<file path="src/rtl/ibuf_axis_rd_pkg.sv">
// Shared definitions for the packet-buffer AXIS reader: FSM encoding and buffer word layout.
// Word layout is {tdata, tkeep[TDW/8-1:1], tlast}; tkeep bit 0 is implied by tval.
package ibuf_axis_rd_pkg;

    typedef enum logic [1:0] {
        ST_IDLE = 2'd0,
        ST_RUN  = 2'd1,
        ST_HOLD = 2'd2
    } state_t;

    localparam int TLAST_BIT = 0;
    localparam int TKEEP_LSB = 1;

    function automatic int calc_dw(input int tdw);
        return tdw + tdw / 8;
    endfunction

    function automatic int tkeep_msb(input int tdw);
        return tdw / 8 - 1;
    endfunction

    function automatic int tdata_lsb(input int tdw);
        return tdw / 8;
    endfunction

endpackage

</file>
<file path="src/rtl/ibuf_axis_rd_fifo.sv">
// Small output FIFO for the buffer reader; registered storage, head visible combinationally.
// Latency 1 cycle push-to-head; caller must never push when full nor pop when empty.
module ibuf_axis_rd_fifo #(
    parameter int  W     = 8,
    parameter int  DEPTH = 3,
    localparam int CW    = $clog2(DEPTH + 1),
    localparam int PW    = $clog2(DEPTH)
) (
    input  logic          clk,
    input  logic          rst,
    input  logic          in_vld,
    input  logic [W-1:0]  in_dat,
    input  logic          out_rdy,
    output logic [W-1:0]  out_dat,
    output logic [CW-1:0] cnt
);

    logic [W-1:0]  mem_q [DEPTH];
    logic [W-1:0]  mem_d [DEPTH];
    logic [PW-1:0] wptr_q, wptr_d;
    logic [PW-1:0] rptr_q, rptr_d;
    logic [CW-1:0] cnt_q, cnt_d;
    logic          do_pop;

    function automatic logic [PW-1:0] nxt(input logic [PW-1:0] p);
        return (p == PW'(DEPTH - 1)) ? '0 : p + 1'b1;
    endfunction

    always_comb begin
        do_pop = out_rdy && (cnt_q != '0);
        mem_d  = mem_q;
        if (in_vld) begin
            mem_d[wptr_q] = in_dat;
        end
        wptr_d = in_vld ? nxt(wptr_q) : wptr_q;
        rptr_d = do_pop ? nxt(rptr_q) : rptr_q;
        cnt_d  = cnt_q + CW'(in_vld) - CW'(do_pop);
    end

    always_ff @(posedge clk or negedge rst) begin
        if (!rst) begin
            for (int i = 0; i < DEPTH; i++) begin
                mem_q[i] <= '0;
            end
            wptr_q <= '0;
            rptr_q <= '0;
            cnt_q  <= '0;
        end else begin
            mem_q  <= mem_d;
            wptr_q <= wptr_d;
            rptr_q <= rptr_d;
            cnt_q  <= cnt_d;
        end
    end

    assign out_dat = mem_q[rptr_q];
    assign cnt     = cnt_q;

endmodule

</file>
<file path="src/rtl/ibuf_axis_rd.sv">
// Reads committed frames from a packet buffer onto AXIS; first beat RL+1 cycles after data commits.
// Backpressure via trdy: read credits (RL+2) stall issue so no returning word is dropped. Option: IBUF_AXIS_RD_FRMCNT_EN.
module ibuf_axis_rd
    import ibuf_axis_rd_pkg::*;
#(
    parameter int  AW  = 10,
    parameter int  TDW = 64,
    parameter int  RL  = 1,
    localparam int DW  = calc_dw(TDW)
) (
    input  logic             clk,
    input  logic             rst,
    output logic [TDW-1:0]   tdat,
    output logic [TDW/8-1:0] tkep,
    output logic             tval,
    output logic             tlst,
    input  logic             trdy,
    input  logic [AW:0]      committed_prod,
    output logic [AW:0]      committed_cons,
    output logic [AW-1:0]    rd_addr,
    output logic             rd_en,
    input  logic [DW-1:0]    rd_data
`ifdef IBUF_AXIS_RD_FRMCNT_EN
    ,
    output logic [31:0]      frm_cnt
`endif
);

    localparam int DEPTH = RL + 2;
    localparam int CW    = $clog2(DEPTH + 1);
    localparam int SW    = CW + 1;
    localparam int KM    = tkeep_msb(TDW);
    localparam int DL    = tdata_lsb(TDW);

    logic [AW:0]   iptr_q, iptr_d;
    logic [AW:0]   cons_q, cons_d;
    logic [AW:0]   ccons_q, ccons_d;
    logic [RL-1:0] pipe_q, pipe_d;
    logic          en_q;
    state_t        state_q;

    logic [AW:0]   avail;
    logic [CW-1:0] fifo_cnt;
    logic [SW-1:0] inflight, sum, sum_next;
    logic          issue, push, pop, credit_ok;
    logic [DW-1:0] head;

    assign tval = (fifo_cnt != '0);

    // Credits count words in the read pipe plus words parked in the FIFO; a pop in
    // the same cycle is deliberately not credited until the next cycle.
    always_comb begin
        avail    = committed_prod - iptr_q;
        inflight = '0;
        for (int i = 0; i < RL; i++) begin
            inflight = inflight + SW'(pipe_q[i]);
        end
        sum       = inflight + SW'(fifo_cnt);
        credit_ok = (sum < SW'(DEPTH));
        issue     = en_q && (state_q != ST_HOLD) && (avail != '0) && credit_ok;
        push      = pipe_q[RL-1];
        pop       = tval && trdy;
        sum_next  = sum + SW'(issue) - SW'(pop);

        pipe_d[0] = issue;
        for (int i = 1; i < RL; i++) begin
            pipe_d[i] = pipe_q[i-1];
        end

        iptr_d  = iptr_q + (AW+1)'(issue);
        cons_d  = cons_q + (AW+1)'(pop);
        ccons_d = (pop && tlst) ? cons_q + 1'b1 : ccons_q;
    end

    always_ff @(posedge clk or negedge rst) begin
        if (!rst) begin
            iptr_q  <= '0;
            cons_q  <= '0;
            ccons_q <= '0;
            pipe_q  <= '0;
            en_q    <= 1'b0;
        end else begin
            iptr_q  <= iptr_d;
            cons_q  <= cons_d;
            ccons_q <= ccons_d;
            pipe_q  <= pipe_d;
            en_q    <= 1'b1;
        end
    end

    always_ff @(posedge clk or negedge rst) begin
        if (!rst) begin
            state_q <= ST_IDLE;
        end else begin
            case (state_q)
                ST_IDLE: if (avail != '0) state_q <= ST_RUN;
                ST_RUN: begin
                    if (sum_next == SW'(DEPTH)) begin
                        state_q <= ST_HOLD;
                    end else if ((avail == '0) && (sum_next == '0)) begin
                        state_q <= ST_IDLE;
                    end
                end
                ST_HOLD: if (pop) state_q <= ST_RUN;
                default: state_q <= ST_IDLE;
            endcase
        end
    end

    ibuf_axis_rd_fifo #(
        .W     (DW),
        .DEPTH (DEPTH)
    ) u_fifo (
        .clk     (clk),
        .rst     (rst),
        .in_vld  (push),
        .in_dat  (rd_data),
        .out_rdy (pop),
        .out_dat (head),
        .cnt     (fifo_cnt)
    );

    assign tdat           = head[DW-1:DL];
    assign tkep           = {head[KM:TKEEP_LSB], tval};
    assign tlst           = head[TLAST_BIT];
    assign rd_en          = issue;
    assign rd_addr        = iptr_q[AW-1:0];
    assign committed_cons = ccons_q;

`ifdef IBUF_AXIS_RD_FRMCNT_EN
    logic [31:0] frm_q, frm_d;

    always_comb begin
        frm_d = frm_q + 32'(pop && tlst);
    end

    always_ff @(posedge clk or negedge rst) begin
        if (!rst) begin
            frm_q <= '0;
        end else begin
            frm_q <= frm_d;
        end
    end

    assign frm_cnt = frm_q;
`endif

endmodule

</file>
<file path="config.mk">
export PLATFORM = sky130hd
export DESIGN_NAME = ibuf_axis_rd
export DESIGN_NICKNAME = d
export VERILOG_FILES = /design/src/rtl/ibuf_axis_rd_pkg.sv /design/src/rtl/ibuf_axis_rd_fifo.sv /design/src/rtl/ibuf_axis_rd.sv
export SDC_FILE = /design/constraint.sdc
export NUM_CORES = 1
export LEC_CHECK = 0
export BUFFER_PORTS_ARGS = -buffer_cell sky130_fd_sc_hd__buf_2
export CAP_MARGIN = 5
export CORE_ASPECT_RATIO = 1.1
export CORE_MARGIN = 1
export CORE_UTILIZATION = 25
export DETAILED_ROUTE_END_ITERATION = 8
export GPL_TIMING_DRIVEN = 0
export SYNTH_ARGS = -nofsm -noshare
export SYNTH_HDL_FRONTEND = slang
export SYNTH_SLANG_ARGS = --single-unit
</file>
<file path="constraint.sdc">
create_clock -name clk -period 4.2 [get_ports clk]
set_input_delay 1.05 -clock clk [delete_from_list [all_inputs] [get_ports clk]]
set_output_delay 1.05 -clock clk [all_outputs]
set_load 0.02 [all_outputs]
</file>
==> impl_metrics.csv <==
group,metric,value,unit
routing,routed_wirelength,29600,um
timing,setup_viol,0,
global_routing,antenna_found_initial,4,
floorplan,io_pins,182,
timing,max-slew-margin-rel,21.9,%
global_routing,grt.total_usage,12.2,%
power,p_per_area,847,mW/mm2
cells_and_area,syn2layout_area_growth,23.6,%
setup_path,path_max_fanout,3,
logic_synthesis,synth_cell_types,48,
setup_path,worstPathArrival,3090,ps
cts,clk_pin_slew,60,ps
power,leakage,6.46,nW
hold_path,min_path_type,"input port to async pin",
logic_synthesis,synth_xor_area_share,2.34,%
placement,dp_worst_setup_slack,-268,ps
logic_synthesis,synth_adder_area_share,2.47,%
cts,numCtsBuffers,31,
floorplan,die_x,211,um
timing,worst_pin_slew,1170,ps
setup_path,reg2reg_slack,360,ps
cts,cts_sinks,259,
floorplan,coreArea,0.0469,mm2
cts,clock_latency,570,ps
setup_path,worstSetupEndpointType,"output port",
logic_synthesis,synth-seq-cells,259,
global_routing,grt.overflow.total,0,
logic_synthesis,ys_seq_area_share,54.2,%
floorplan,rows,83,
setup_path,cp_num_buf_inv,2,
cts,cts_tree,"built",
setup_path,crit_slowest_cell,"or4_4",
logic_synthesis,ys_warn_count,0,
setup_path,ff2ff_path_depth,15,
floorplan,die_area,0.0487,mm2
placement,port_buffers,181,
cells_and_area,nets,1281,
routing,vias,8003,
routing,drc,0,
floorplan,die_h,231,um
setup_path,worstPathRequired,3150,ps
cts,max-clock-path-buffers,3,
global_routing,grt_pass1_vias,8217,
routing,drtPass1Iterations,4,
floorplan,initial_core_util,25.5,%
setup_path,critPathTopFamily,"simple AND/OR/NAND/NOR gates",
routing,drt-vias-per-instance,4.36,
logic_synthesis,synth_area,0.0120,mm2
logic_synthesis,syn_inst,954,
cts,ctsRootBufferMaster,"clkbuf_16",
logic_synthesis,synth.avg_cell_area,12.5,um2
setup_path,critPathKind,"input port to output port",
timing,fmaxAchievable,242,MHz
setup_path,reg2reg_from,"iptr_q[1]",
timing,setup_slack,62.4,ps
power,max-vdd-ir-drop,0.000444,V
global_routing,grt_pass1_wl,46400,um
logic_synthesis,synth_nets,1063,
logic_synthesis,synth_compound_area_share,5.58,%
timing,finalCriticalPeriod,4140,ps
timing,rsz0062_at_grt,"false",
logic_synthesis,synth_top_family_by_area,"multiplexers",
timing,finalHoldViolCount,0,
cts,htreeDepth,1,
setup_path,cp-start-kind,"input port",
placement,hpwl,20200,um
timing,fin_setup_tns,0,ps
cells_and_area,drive_gt1_share,28.1,%
logic_synthesis,async_reset_ff_share,100,%
setup_path,r2r_end,"state_q[0]",
outcome,status,"completed",
setup_path,cp_slowest_stage_delay,510,ps
routing,drtIter0Drc,486,
run,cap_violations,0,
global_routing,grt_max_degree,109,
routing,post_drt_wl_per_cell,16.1,um
logic_synthesis,synth-edff-count,0,
timing,finClkSkew,16.9,ps
logic_synthesis,synth_ff_type,"dfrtp_1",
routing,antenna_left,0,
timing,timing.final.crit_share,98.5,%
logic_synthesis,synthMuxAreaShare,26.5,%
setup_path,crit_chain,"buf_2 -> ha_4 -> nor2b_4 -> o2111ai_4 -> nand3_2 -> or4_4 -> a2111oi_4 -> a21oi_2 -> buf_4",
logic_synthesis,synth-simple-area-share,5.53,%
placement,place.gp.congestion,0.806,
timing,drv_slew,0,
layout make-up:
type / instances / area (um2)
repair buffers: 185 / 988
well taps: 637 / 797
fillers: 4823 / 32200
flip-flops and latches: 259 / 6480
inverters: 26 / 97.6
diodes: 2 / 5.00
clock inverters: 14 / 140
plain buffers: 62 / 300
clock buffers: 43 / 871
multi-input cells: 607 / 5100
stage by stage:
| step | hold slack [ps] | instances | power (mW) | instance area (um2) | util [%] |
|---|---|---|---|---|---|
| floorplan | 457 | 954 | 8.13 | 12000 | - |
| global placement | 465 | 1772 | 9.82 | 13700 | 29.1 |
| detailed placement | 474 | 1774 | 10.0 | 13700 | 29.2 |
| CTS | 371 | 1833 | 12.7 | 14800 | 31.5 |
| global route | 390 | 1834 | 13.4 | 14800 | 31.5 |
| finish | 386 | 1835 | 12.5 | 14800 | 31.5 |
worst register-to-register path, cell delays in order (launching register included):
cell and delay [ps]:
dfrtp_1 420, inv_1 130, ha_4 210, nor2b_4 140, o2111ai_4 200, nand3_2 100
or4_4 510, a2111oi_4 430, a21oi_2 120, buf_4 170, ha_1 200, fa_1 380
xnor2_1 220, nand3_1 160, a31oi_1 230, a31oi_1 110
state kept, by name, summed over array words and instances (netlist names):
name / flops
committed_cons: 11
u_fifo.mem_q: 216
u_fifo.cnt: 2
u_fifo.rptr_q: 2
iptr_q: 11
pipe_q: 1
cons_q: 11
u_fifo.wptr_q: 2
state_q: 2
en_q: 1
worst max path at each step:
| stage | from | to | slack, ps | cells after the start |
|---|---|---|---|---|
| CTS | committed_prod[1] | rd_en | 70 | 9 |
| detailed placement | committed_prod[1] | state_q[0] | -270 | 14 |
| global route | committed_prod[1] | rd_en | 1 | 9 |
| finish | committed_prod[1] | rd_en | 60 | 9 |
| global placement | rst | u_fifo.mem_q[169] | -2770 | 1 |
| floorplan | committed_prod[1] | state_q[0] | 50 | 13 |
report_power, final:
group / leakage [nW] / switching [mW] / internal, mW
Clock: 0.483 / 1.07 / 1.57
Combinational: 2.94 / 3.18 / 2.31
Sequential: 3.04 / 0.638 / 3.74
Total: 6.46 / 4.89 / 7.62
Yosys cell counts, drive strengths merged, types with 15 or more instances:
cell type	count	share of area [%]
a21oi	15	0.63
buf	34	1.6
clkbuf	28	0.88
dfrtp	259	54
ha	22	2.3
inv	26	0.82
mux2	217	20
mux2i	73	6.1
nand2	85	2.7
nand3	18	0.79
nor2	17	0.53
o21ai	76	3.2
xnor2	20	1.5
cell usage in the layout, fill, tap and decap left out, drive strengths merged, types with 2 or more instances in the layout:
master and n:
a21oi 15, buf 219, clkbuf 71, a21o 2, mux2i 73, bufinv 2, mux2 217, nor3 10
o22ai 2, nand4 5, o31ai 3, inv 26, nand3 18, ha 22, dfrtp 259, xnor2 20
or3 3, o21ai 76, xor2 12, clkinv 7, o2111ai 3, nor2 17, clkinvlp 5, diode 2
nor2b 4, a31oi 3, o21a 2, nand2 85
routing by layer:
layer	global-route usage [%]	wire [um]	vias up
met5	0	22	-
met4	4.33	839	4
met3	2.55	1680	54
met2	20.0	13800	166
met1	15.7	13200	4002
li1	-	-	3777
timing repair:
item                                    4_1_cts  5_1_grt
setup buffers                                 2        0
hold endpoints to repair                      0        0
hold buffers                                  0        0
endpoints found under the setup margin        1        0
resized for setup                             3        0
cell families after synthesis:
kind of cell / count (synthesis)
other: 1
adders and majority gates: 23
muxes: 290
DFF: 259
buffers and inverters: 88
xor gates and xnor gates: 32
AOI/OAI and AO/OA: 113
and+or+nand+nor: 148
No activity file was read; power rests on OpenSTA's default activity.
